$ cat config.mk
export PLATFORM = sky130hd
export DESIGN_NAME = uart_tx_fifo_flat
export DESIGN_NICKNAME = d
export VERILOG_FILES = /design/src/rtl/uart_tx_fifo_if.sv /design/src/rtl/uart_tx_fifo.sv /design/src/flat_wrapper.sv
export SDC_FILE = /design/constraint.sdc
export NUM_CORES = 1
export LEC_CHECK = 0
export ABC_AREA = 0
export BUFFER_PORTS_ARGS = -buffer_cell sky130_fd_sc_hd__buf_2
export CAP_MARGIN = 30
export CORE_MARGIN = 5
export CORE_UTILIZATION = 55
export DETAILED_ROUTE_END_ITERATION = 8
export PLACE_DENSITY = 0.74
export SLEW_MARGIN = 20
export SYNTH_ARGS = -nofsm -noshare
export SYNTH_HDL_FRONTEND = slang
export SYNTH_SLANG_ARGS = --single-unit
export TNS_END_PERCENT = 100
$ cat constraint.sdc
create_clock -name clk -period 6.7 [get_ports clk]
set_input_delay 0.335 -clock clk [delete_from_list [all_inputs] [get_ports clk]]
set_output_delay 0.335 -clock clk [all_outputs]
set_load 0.005 [all_outputs]
$ cat src/rtl/uart_tx_fifo_if.sv
// uart_tx_fifo_if: valid/ready byte handshake feeding the UART transmit FIFO
interface uart_tx_fifo_if;
    logic [7:0] in_data;
    logic       in_valid;
    logic       in_ready;
    modport master (output in_data, in_valid, input in_ready);
    modport slave (input in_data, in_valid, output in_ready);
endinterface

$ cat src/rtl/uart_tx_fifo.sv
// uart_tx_fifo: byte FIFO feeding an 8N1 UART transmitter with enable freeze
module uart_tx_fifo #(
    parameter int CLK_DIV    = 16,
    parameter int FIFO_DEPTH = 4,
    parameter int CNT_W      = 3
) (
    input  logic             clk,
    input  logic             rst,
    input  logic             i_ena,
    uart_tx_fifo_if.slave    s_in,
    output logic             o_tx,
    output logic             o_busy,
    output logic [CNT_W-1:0] o_fifo_count
);
    localparam int AW = CNT_W - 1;
    localparam int BW = $clog2(CLK_DIV);
    typedef enum logic [1:0] {IDLE, START, DATA, STOP} state_t;
    state_t           r_state;
    logic [7:0]       r_mem [FIFO_DEPTH];
    logic [AW-1:0]    r_wr, r_rd;
    logic [CNT_W-1:0] r_count;
    logic [BW-1:0]    r_baud;
    logic [2:0]       r_bit;
    logic [7:0]       r_shift;
    logic             r_tx, r_busy;
    logic             w_push, w_pop, w_wrap;
    assign w_wrap         = r_baud == BW'(CLK_DIV - 1);
    assign s_in.in_ready  = (r_count != CNT_W'(FIFO_DEPTH)) && !rst;
    assign w_push         = s_in.in_valid && s_in.in_ready;
    assign w_pop          = i_ena && (r_count != '0) && (r_state == IDLE || (r_state == STOP && w_wrap));
    assign o_tx           = r_tx;
    assign o_busy         = r_busy;
    assign o_fifo_count   = r_count;
    // FIFO storage: written on every accepted byte, never reset
    always_ff @(posedge clk) begin
        if (w_push) r_mem[r_wr] <= s_in.in_data;
    end
    // FIFO pointers and occupancy; a pop and push together leave the count unchanged
    always_ff @(posedge clk) begin
        if (rst) begin
            r_wr    <= '0;
            r_rd    <= '0;
            r_count <= '0;
        end else begin
            if (w_push) r_wr <= r_wr + 1'b1;
            if (w_pop) r_rd <= r_rd + 1'b1;
            r_count <= r_count + CNT_W'(w_push) - CNT_W'(w_pop);
        end
    end
    // Transmit FSM; outputs follow the state one cycle later and everything freezes while ena is low
    always_ff @(posedge clk) begin
        if (rst) begin
            r_state <= IDLE;
            r_baud  <= '0;
            r_bit   <= '0;
            r_shift <= '0;
            r_tx    <= 1'b1;
            r_busy  <= 1'b0;
        end else if (i_ena) begin
            r_tx   <= (r_state == START) ? 1'b0 : (r_state == DATA) ? r_shift[0] : 1'b1;
            r_busy <= r_state != IDLE;
            r_baud <= (r_state == IDLE || w_wrap) ? '0 : r_baud + 1'b1;
            case (r_state)
                IDLE: begin
                    if (w_pop) begin
                        r_shift <= r_mem[r_rd];
                        r_state <= START;
                    end
                end
                START: begin
                    if (w_wrap) begin
                        r_bit   <= '0;
                        r_state <= DATA;
                    end
                end
                DATA: begin
                    if (w_wrap) begin
                        r_shift <= r_shift >> 1;
                        r_bit   <= r_bit + 1'b1;
                        if (r_bit == 3'd7) r_state <= STOP;
                    end
                end
                STOP: begin
                    if (w_wrap) begin
                        if (w_pop) begin
                            r_shift <= r_mem[r_rd];
                            r_state <= START;
                        end else begin
                            r_state <= IDLE;
                        end
                    end
                end
            endcase
        end
    end
endmodule

$ cat src/flat_wrapper.sv
// flat-port wrapper written by rule: the top's interface ports become plain ports
module uart_tx_fifo_flat 
#(
    parameter int CLK_DIV    = 16,
    parameter int FIFO_DEPTH = 4,
    parameter int CNT_W      = 3
)
  (clk, rst, i_ena, o_tx, o_busy, o_fifo_count, s_in_in_data, s_in_in_valid, s_in_in_ready);
  uart_tx_fifo_if s_in_i ();
  input  logic clk;
  input  logic rst;
  input  logic i_ena;
  output logic o_tx;
  output logic o_busy;
  output logic [CNT_W-1:0] o_fifo_count;
  input wire logic [$bits(s_in_i.in_data)-1:0] s_in_in_data;
  input wire logic [$bits(s_in_i.in_valid)-1:0] s_in_in_valid;
  output wire logic [$bits(s_in_i.in_ready)-1:0] s_in_in_ready;
  assign s_in_i.in_data = s_in_in_data;
  assign s_in_i.in_valid = s_in_in_valid;
  assign s_in_in_ready = s_in_i.in_ready;
  uart_tx_fifo #(.CLK_DIV(CLK_DIV), .FIFO_DEPTH(FIFO_DEPTH), .CNT_W(CNT_W)) u_core (.clk(clk), .rst(rst), .i_ena(i_ena), .s_in(s_in_i), .o_tx(o_tx), .o_busy(o_busy), .o_fifo_count(o_fifo_count));
endmodule
Word level (Yosys, flattened, before mapping)
Memory sizes are Yosys's and may differ from the RTL's. A register that Yosys moved wholly into a read port is not among the register bits.
Index checks and enable logic that the tools add are counted.

storage, ports and cells
  flip-flop bits (word level) = 26
  RAM bits = 32
  input port bits = 12
  output and inout bits = 6
  word-level logic and storage cells = 64
  memories = 1

cells by class
  add/subtract/negate cells = 6
  equality and inequality tests = 11
  muxes and demuxes = 21
  reduce and logical (&&, ||, !) cells = 16

memory list
  name          words  bits a word  read ports  clocked after memory_dff  write ports  RTL line            source
  u_core.r_mem  4      8            1           1                         1            uart_tx_fifo.sv:19  logic [7:0] r_mem [FIFO_DEPTH];

operator list
  cell                 number
  $mux 8               3
  $pmux 8 s3           1
  $mux 2               7
  $ne 2x1->1 const B   4
  $pmux 2 s4           1
  $reduce_and 4->1     2
  $mux 3               2
  $pmux 3 s2           1
  $reduce_and 6->1     1
  $reduce_bool 3->1    2
  $logic_and 1x1->1    5
  $mux 1               5
  $add 2x1->2 const B  2
  $add 4x1->4 const B  1
  $eq 2x2->1 const B   2
  $eq 4x4->1 const B   1
  $mux 4               1
  $reduce_bool 2->1    2
  $add 3x1->3          1
  $add 3x1->3 const B  1
  $eq 3x3->1 const B   1
  $ne 3x3->1 const B   1
  $sub 3x1->3          1
  $eq 2x1->1 const B   1
  other kinds (4)      5

Longest topological paths before layout
Gate-level depths: netlist of the first run.

  depth after elaboration = 7
  gate-level depth with buffers = 12
  gate-level depth less buffers = 12

Worst setup path before layout of the first run
OpenSTA, ideal clock, no wires.

  kind = reg-to-reg
  start point = register u_core.r_state[0]
  end point = register u_core.r_count[2] (netlist: u_core.o_fifo_count[2])
  setup time = 0.128 ns
  data arrival time = 2.359 ns
  required time = 6.572 ns
  path slack = 4.213 ns
  cell stages (with the launch flop) = 13
  path buffers = 0
  period minus slack after synthesis = 2.487 ns
  path through = dfxtp_1 > inv_1 > ha_1 > o21ai_1 > nor3_2 > ha_1 > inv_1 > ha_1 > inv_1 > fa_1 > xor2_1 > xnor2_1 > nor2_1

between the ends
  cells in the longest elaborated chain, start to end = 5
  elaborated cells between the ends (all ways) = 6
  classes of those cells = add/sub (1); eq/ne (1); reduce/logical (4)

RTL lines
  item                    RTL line            source
  from (decl)             uart_tx_fifo.sv:18  state_t r_state;
  from (signal assigned)  uart_tx_fifo.sv:53  r_state <= IDLE;
  from (signal assigned)  uart_tx_fifo.sv:67  r_state <= START;
  from (signal assigned)  uart_tx_fifo.sv:73  r_state <= DATA;
  $eq 2x2->1              uart_tx_fifo.sv:30  assign w_pop = i_ena && (r_count != '0) && (r_state == IDLE || (r_state == STOP && w_wrap));
  $logic_and 1x1->1       uart_tx_fifo.sv:30
  $logic_or 1x1->1 (*)    uart_tx_fifo.sv:30
  $logic_and 1x1->1 (*)   uart_tx_fifo.sv:30
  via u_core.w_pop        uart_tx_fifo.sv:26  logic w_push, w_pop, w_wrap;
  $sub 3x1->3 (*)         uart_tx_fifo.sv:47  r_count <= r_count + CNT_W'(w_push) - CNT_W'(w_pop);
  to (signal assigned)    uart_tx_fifo.sv:47
  to (decl)               uart_tx_fifo.sv:21  logic [CNT_W-1:0] r_count;

The timed path passes the listed nets; every way through them passes the cells marked *.
A chain may end at the register's enable or synchronous reset.

Final worst setup path of the first run
Same ends and word-level chain as after synthesis.

==> flow_metrics.tcl, run 1 <==
set metrics [dict create \
    yosysSeqAreaShare_pct 56.8 \
    grt_pass1_vias 1609 \
    ys.flop_type "edfxtp_1" \
    hold_depth 1 \
    setup_viol 0 \
    cts-root-buf "clkbuf_8" \
    holdWs_ns 0.223 \
    grt_pass1_wl_mm 7.49 \
    slew_viol_final 0 \
    grt_overflow_total 0 \
    htreeDepth 3 \
    worst_pin_slew_ns 0.546 \
    multi_input_area_mm2 0.00108 \
    ios 18 \
    core_area_mm2 0.00472 \
    cp_max_fo 8 \
    fill_cells 357 \
    r2r-end "u_core.o_fifo_count[2]" \
    first_pass_iters 4 \
    synth_top_area_share_pct 35.9 \
    die-area_mm2 0.00636 \
    cp.required_ns 6.90 \
    crit_arrival_ns 2.95 \
    cts_tree "yes" \
    syn-cell-area_mm2 0.00268 \
    cts.path.max_buffers 2 \
    post_cts_buffers 0 \
    path_delay_family "adder cells" \
    die_h_um 79.8 \
    design_area_mm2 0.00301 \
    nets 240 \
    clk_latency_ns 0.33 \
    r2r.worst_path.cells 12 \
    cts_sinks 60 \
    hold_viol_final 0 \
    rrSetupSlack_ns 3.94 \
    grt_usage_pct 15.7 \
    setup_slack_ns 3.94 \
    clk_pin_slew_ns 0.07 \
    leakage_nw 1.14 \
    min_path_type "primary input to flop" \
    drtIter0Drc 149 \
    cp.buffers_inverters 3 \
    max_stage_delay_ns 0.41 \
    wire_per_inst_um 15.8 \
    ctsHoldBuffers 0 \
    maxCapViolations 0 \
    die_width_um 79.8 \
    period_minus_slack_ns 2.76 \
    port_buffers 17 \
    gp_congestion 0.706 \
    dpl.hpwl_mm 3.22 \
    viasPerCell 5.46 \
    final_layout_size_suffix_gt1_share_pct 24.0 \
    area_delta_synth_final_pct 12.3 \
    yosysUniqueCellTypes 48 \
    status "finished, final reports clean" \
    num_antenna_cells 0 \
    cp-start-kind "flop" \
    timing.rr.start "u_core.r_state[0]" \
    grt_max_degree 25 \
    vias 1551 \
    crit_type "flop to flop" \
    rows 25 \
    pre_cts_slack_ns 3.94 \
    end_kind "flop" \
    finalPower_w 0.00106 \
    drc 0 \
    crit_chain "inv_1, ha_1, o21ai_1, nor3_2, ha_1, inv_1, ha_1, inv_1, fa_1, xor2_1, xnor2_1, nor2_1" \
    cts_resized 0 \
    fmax_mhz 363 \
    synthesis.nets 218 \
    synth_area_leaders "edfxtp_1, dfxtp_1, ha_1" \
    slowest_stage "dfxtp_1" \
    power.density_mw_per_mm2 351 \
    wirelength_mm 4.49 \
    async_flop_share_pct 0 \
    yosysTopAreaCell "edfxtp_1" \
    synth_edf_count 32 \
    synthCells 190 \
    antenna_left 0 \
    fin_skew_ns 0.00860 \
    yosysWarnings 0 \
    rsz0062_at_grt "no" \
    min_from "s_in_in_data[6]" \
    placed_cell_area_mm2 0.00280 \
    start_util_pct 56.7 \
    antenna_found_initial 0 \
    peakVddDrop_uv 227 \
    hold_end "u_core.r_mem[0][6]" \
    slew_headroom_pct 63.5 \
    final-seq-area_mm2 0.00152 \
    yosys_register_bits 60 \
    synth_area_per_cell_um2 14.1 \
    fin_crit_sh_pct 41.1 \
    cts_buffers 9 \
    setup_tns_ns 0 \
]
registers in the layout, indices dropped and copies added (netlist names), named ones only:
register	count
u_core.o_tx	1
u_core.r_wr	2
u_core.o_busy	1
u_core.r_bit	3
u_core.r_state	2
u_core.r_baud	4
u_core.o_fifo_count	3
u_core.r_shift	8
u_core.r_rd	2
u_core.r_mem	32
metal layers:
layer,track usage [%],share of wire [%],up-vias
met5,0,0,-
met4,8.11,2.5,0
met3,4.18,3.0,13
met2,26.1,50,28
met1,18.7,44,751
li1,-,-,759
how the worst max path moves through the flow:
stage | slack [ns] | startpoint | to | depth (start not counted)
3_5_place_dp | 3.94 | u_core.r_state[0] | u_core.o_fifo_count[2] | 12
5_1_grt | 3.80 | u_core.r_state[0] | u_core.o_fifo_count[2] | 12
4_1_cts | 3.95 | u_core.r_state[0] | u_core.o_fifo_count[2] | 12
6_report | 3.94 | u_core.r_state[0] | u_core.o_fifo_count[2] | 12
3_3_place_gp | 4.11 | u_core.r_state[0] | u_core.o_fifo_count[2] | 12
2_1_floorplan | 4.21 | u_core.r_state[0] | u_core.o_fifo_count[2] | 12
kinds of logic after synthesis:
| logic type | count (synthesis) | synth area share [%] |
|---|---|---|
| buf+inv | 16 | 2.99 |
| fa+ha+maj | 16 | 7.76 |
| simple gates | 42 | 9.95 |
| compound gates | 33 | 10.4 |
| xor+xnor | 6 | 1.96 |
| mux | 17 | 10.1 |
| flops | 60 | 56.8 |
area by class of cell:
class | instances | share of cell area, %
flip-flops and latches | 60 | 50.6
multi-input cells | 114 | 35.8
clock buffers | 12 | 5.20
repair buffers | 17 | 2.83
well taps | 67 | 2.79
clock inverters | 4 | 1.54
inverters | 10 | 1.25
synth_stat cells (2+ instances only):
library cell / count
mux2i_1: 9
nand3_1: 3
a211oi_1: 4
nor2_1: 15
a21oi_1: 6
a21oi_2: 2
o31ai_1: 2
and2_1: 4
xor2_1: 2
clkbuf_1: 2
edfxtp_1: 32
nor3_1: 3
a22oi_1: 2
xnor2_1: 4
mux4_2: 8
dfxtp_1: 28
o21ai_0: 2
nand2_1: 2
o2bb2ai_1: 7
ha_1: 15
inv_1: 10
buf_2: 2
worst reg2reg max path: stages (launching register included):
cell     delay, ns
dfxtp_1       0.41
inv_1         0.14
ha_1          0.32
o21ai_1       0.39
nor3_2        0.12
ha_1          0.29
inv_1         0.06
ha_1          0.13
inv_1         0.05
fa_1          0.38
xor2_1        0.16
xnor2_1       0.15
nor2_1        0.06
metrics by stage:
step | cells | util (%)
2_1_floorplan | 190 | -
3_3_place_gp | 268 | 59.4
3_5_place_dp | 268 | 59.4
4_1_cts | 284 | 63.7
5_1_grt | 284 | 63.7
6_report | 284 | 63.7
cells in the final DEF (no fill, tap or decap), drive strengths merged, types with 2 or more instances in the layout:
| cell | netlist | final |
|---|---|---|
| o31ai | 3 | 3 |
| clkbuf | 3 | 12 |
| buf | 3 | 17 |
| o2bb2ai | 7 | 7 |
| mux4 | 8 | 8 |
| mux2i | 9 | 9 |
| xnor2 | 4 | 4 |
| nand2 | 2 | 2 |
| nor3 | 5 | 5 |
| a21oi | 8 | 8 |
| a211oi | 5 | 5 |
| a22oi | 2 | 2 |
| and2 | 5 | 5 |
| nor2 | 15 | 15 |
| inv | 10 | 10 |
| ha | 15 | 15 |
| clkinv | 0 | 2 |
| nand3 | 3 | 3 |
| xor2 | 2 | 2 |
| o21ai | 3 | 3 |
| edfxtp | 32 | 32 |
| dfxtp | 28 | 28 |
| nor4b | 2 | 2 |
report_power, final:
group	internal (W)	switching [W]
clock	0.000193	0.000136
combinational	0.000125	0.000137
sequential	0.000426	0.0000395
No activity file was read; power rests on OpenSTA's default activity.
==> run 2, diff against run 1 <==
Clock period 6.7 ns to 2.6 ns, I/O delays scaled along.
==> run 2 against run 1 <==
- die area stayed put
- sequential power grew to 2.6 times the previous value
- power grew to 2.8 times the previous value
==> flow_metrics.tcl, run 2 (same netlist as run 1, synthesis figures left out) <==
set metrics [dict create \
    timing.rr.start "u_core.r_state[0]" \
    antenna_found_initial 0 \
    rrSetupSlack_ns 0.21 \
    r2r.worst_path.cells 12 \
    crit_chain "inv_1, ha_4, a31oi_2, nor3_2, ha_1, inv_1, ha_1, inv_1, fa_1, xor2_1, xnor2_1, nor2_1" \
    leakage_nw 1.19 \
    fin_crit_sh_pct 91.9 \
    crit_top_cell "inv_1" \
    cp_max_fo 8 \
    start_util_pct 56.7 \
    num_antenna_cells 0 \
    design_area_mm2 0.00312 \
    clk_pin_slew_ns 0.07 \
    cp.required_ns 2.80 \
    rows 25 \
    cts_buffers 9 \
    placed_cell_area_mm2 0.00283 \
    setup_tns_ns 0 \
    die-area_mm2 0.00636 \
    rsz0062_at_grt "no" \
    setup_viol 0 \
    clk_latency_ns 0.33 \
    port_buffers 17 \
    min_from "s_in_in_data[7]" \
    htreeDepth 3 \
    utilization_pct 66.0 \
    top_regs "u_core.r_mem (32), u_core.r_shift (8), u_core.r_baud (4)" \
    largest_reg_flops 32 \
    slew_headroom_pct 65.4 \
    r2r-end "u_core.o_fifo_count[2]" \
    first_pass_iters 4 \
    layout_common_cells "edfxtp_1, dfxtp_1, buf_2, nor2_1, ha_1" \
    gp_congestion 0.762 \
    peakVddDrop_uv 657 \
    path_delay_family "adder cells" \
    hold_end "u_core.r_mem[0][7]" \
    antenna_left 0 \
    wire_per_inst_um 16.1 \
    cts.path.max_buffers 2 \
    cts_tree "yes" \
    cts_sinks 60 \
    crit_start "u_core.r_state[0]" \
    cp-start-kind "flop" \
    largest_register "u_core.r_mem" \
    fmax_mhz 418 \
    ios 18 \
    viasPerCell 5.44 \
    maxCapViolations 0 \
    period_minus_slack_ns 2.39 \
    end_kind "flop" \
    status "finished, final reports clean" \
    nets 247 \
    worst_pin_slew_ns 0.519 \
    grt_max_degree 25 \
    cts-root-buf "clkbuf_8" \
    dpl.hpwl_mm 3.34 \
    cp.buffers_inverters 3 \
    drtIter0Drc 74 \
    fin_cells 291 \
    dp.cells 272 \
    crit_arrival_ns 2.59 \
    grt_overflow_total 0 \
    hold_viol_final 0 \
    final_layout_size_suffix_gt1_share_pct 27.2 \
    fin_skew_ns 0.00963 \
    die_width_um 79.8 \
    power.density_mw_per_mm2 939 \
    grt_usage_pct 17.0 \
    min_path_type "primary input to flop" \
    wirelength_mm 4.69 \
    drc 0 \
    post_cts_buffers 0 \
    grt_pass1_wl_mm 8.05 \
    core_area_mm2 0.00472 \
    crit_type "flop to flop" \
    area_delta_synth_final_pct 16.4 \
    vias 1582 \
    final_common_cell "edfxtp_1" \
    grt_pass1_vias 1680 \
    die_h_um 79.8 \
    hold_depth 1 \
    holdWs_ns 0.0145 \
    slowest_stage "fa_1" \
    slew_viol_final 0 \
    max_stage_delay_ns 0.36 \
]
==> run 2: changes by cell type in the layout (fill, tap and decap cells not counted), sizes merged <==
cell	change
dlygate4sd3	+3
buf	+4
clkinv	+1
clkbuf	-3
bufinv	+2
==> run 2: how the worst max path moves through the flow <==
stage	end	slack, ns	depth (start not counted)
4_1_cts	u_core.o_fifo_count[2]	0.06	12
5_1_grt	u_core.o_fifo_count[2]	0.05	12
2_1_floorplan	u_core.o_fifo_count[2]	0.11	12
3_3_place_gp	u_core.o_fifo_count[2]	0.20	12
3_5_place_dp	u_core.o_fifo_count[2]	0.08	12
6_report	u_core.o_fifo_count[2]	0.21	12
==> run 2: stage by stage <==
step           worst slack, ns  power (W)
2_1_floorplan            0.113    0.00174
3_3_place_gp             0.203    0.00188
3_5_place_dp            0.0831    0.00193
4_1_cts                 0.0552    0.00293
5_1_grt                 0.0460    0.00309
6_report                 0.210    0.00293
==> run 2: metal layers <==
layer	vias up	wire length [um]	global-route usage [%]	share of wire, %
met3	6	152	5.08	3.2
met4	0	59	6.08	1.3
met2	23	2400	29.0	51
met5	-	0	0	0
li1	772	-	-	-
met1	781	2080	20.3	44
==> run 2: layout make-up <==
class,instances,area (um^2)
clock buffer,9,124
clock inverter,7,115
fill,340,1610
inverter,10,37.5
multi-input combinational,114,1090
sequential,60,1520
tap,67,83.8
timing repair buffer,24,145
==> run 2: power breakdown <==
group | total [W] | switching, W | leakage (nW) | internal, W
Sequential | 0.00120 | 0.000101 | 0.519 | 0.00110
Combinational | 0.000726 | 0.000362 | 0.557 | 0.000364
Clock | 0.00100 | 0.000369 | 0.117 | 0.000633
Total | 0.00293 | 0.000832 | 1.19 | 0.00210
==> run 2: timing repair <==
| item | in CTS | in global routing |
|---|---|---|
| resized for setup | 0 | 4 |
| setup endpoints to repair | 0 | 1 |
| hold buffers | 2 | 1 |
| endpoints found under the hold margin | 8 | 4 |
==> run 3, diff against run 2 <==
Settings changed: CORE_UTILIZATION 55 to 40, PLACE_DENSITY 0.74 to not set, SLEW_MARGIN 20 to not set.
==> run 3 against run 2 <==
- power is 3.3% lower
- die area increased by 32%
- largest cell class unchanged
- utilization shrank 18 points
- first-iteration DRC count decreased by 32%
- critical path depth is the same
- sequential power about the same
==> flow_metrics.tcl, run 3 (same netlist as run 1, synthesis figures left out) <==
set metrics [dict create \
    grt_usage_pct 11.5 \
    clk_latency_ns 0.34 \
    wire_per_inst_um 14.7 \
    fmax_mhz 418 \
    cts_buffers 9 \
    antenna_found_initial 0 \
    final_common_cell "edfxtp_1" \
    end_kind "flop" \
    antenna_left 0 \
    num_antenna_cells 0 \
    fin_skew_ns 0.0104 \
    setup_viol 0 \
    area_delta_synth_final_pct 15.9 \
    final-seq-area_mm2 0.00152 \
    die_width_um 91.8 \
    cts.path.max_buffers 2 \
    final_layout_size_suffix_gt1_share_pct 27.1 \
    drtIter0Drc 50 \
    slew_viol_final 0 \
    layout_common_cells "edfxtp_1, dfxtp_1, buf_2, nor2_1, ha_1" \
    rrSetupSlack_ns 0.21 \
    leakage_nw 1.19 \
    port_buffers 17 \
    cp-start-kind "flop" \
    min_path_type "primary input to flop" \
    cts-root-buf "clkbuf_8" \
    htreeDepth 3 \
    placed_cell_area_mm2 0.00286 \
    grt_pass1_vias 1513 \
    vias 1523 \
    post_cts_buffers 0 \
    largest_reg_flops 32 \
    grt_overflow_total 0 \
    start_util_pct 41.7 \
    maxCapViolations 0 \
    gp_congestion 0.728 \
    cp.required_ns 2.81 \
    rows 29 \
    nets 248 \
    hold_viol_final 0 \
    clk_pin_slew_ns 0.08 \
    setup_tns_ns 0 \
    multi_input_area_mm2 0.00108 \
    peakVddDrop_uv 610 \
    cp_max_fo 5 \
    cts_resized 0 \
    crit_type "flop to flop" \
    period_minus_slack_ns 2.39 \
    utilization_pct 48.3 \
    core_area_mm2 0.00642 \
    cts_sinks 60 \
    fin_crit_sh_pct 92.1 \
    grt_pass1_wl_mm 7.45 \
    largest_register "u_core.r_mem" \
    slew_headroom_pct 64.3 \
    top_regs "u_core.r_mem (32), u_core.r_shift (8), u_core.r_baud (4)" \
    wirelength_mm 4.44 \
    first_pass_iters 4 \
    grt_max_degree 25 \
    die_h_um 91.8 \
    ios 18 \
    rsz0062_at_grt "no" \
    fill_cells 571 \
    cts_tree "yes" \
    viasPerCell 5.04 \
    status "finished, final reports clean" \
    design_area_mm2 0.00310 \
    drc 0 \
    crit_arrival_ns 2.60 \
    die-area_mm2 0.00843 \
    worst_pin_slew_ns 0.535 \
    dpl.hpwl_mm 3.09 \
    power.density_mw_per_mm2 912 \
]
-- run 3: cell types whose count changed in the layout (fill, tap and decap cells not counted), sizes merged --
cell,before,now
bufinv,3,2
inv,10,11
dlygate4sd3,3,2
buf,21,23
-- run 3: final timing paths --
path / from / endpoint / cells past startpoint
min: s_in_in_data[1] / u_core.r_mem[3][1] / 1
min reg2reg: u_core.r_shift[0] / u_core.r_shift[0] / 1
max: u_core.r_state[0] / u_core.o_fifo_count[2] / 12
max reg2reg: u_core.r_state[0] / u_core.o_fifo_count[2] / 12
-- run 3: cell type report --
class / instances / area share [%]
sequential: 60 / 49.0
multi-input combinational: 114 / 34.7
timing repair buffer: 25 / 4.84
clock buffer: 9 / 3.99
clock inverter: 7 / 3.18
tap: 77 / 3.10
inverter: 10 / 1.21
-- run 3: stage by stage --
step | setup WS [ns] | power, W | hold WS (ns) | instances
CTS | 0.204 | 0.00286 | 0.000104 | 300
finish | 0.205 | 0.00283 | 0.00669 | 302
floorplan | 0.113 | 0.00174 | 0.202 | 190
global placement | 0.253 | 0.00193 | 0.346 | 284
global route | 0.0606 | 0.00300 | 0.0000421 | 302
detailed placement | 0.200 | 0.00192 | 0.352 | 284
-- run 3: critical path, stage by stage (launching register included) --
cell     delay (ns)
dfxtp_1        0.38
inv_1          0.12
ha_1           0.26
o21ai_1        0.22
nor3_2         0.07
ha_1           0.28
inv_1          0.06
ha_1           0.13
inv_1          0.05
fa_1           0.37
xor2_1         0.17
xnor2_1        0.13
nor2_1         0.05
-- run 3: power breakdown --
part,internal (W),total (W),switching (W)
logic,0.000358,0.000705,0.000346
registers,0.00110,0.00119,0.0000980
clock network,0.000544,0.000931,0.000387
total,0.00200,0.00283,0.000832
-- run 3: what timing repair did --
action | in CTS | in global routing
setup endpoints to repair | 0 | 0
hold endpoints to repair | 0 | 7
hold buffers | 0 | 2
-- run 3: routing by layer --
metal  vias to the layer above  share of wire, %  global-route usage, %
li1                        776                 -                      -
met1                       714                49                   14.7
met2                        23                45                   17.8
met3                        10               3.5                   3.27
met4                         0               2.3                   5.94
met5                         -                 0                      0
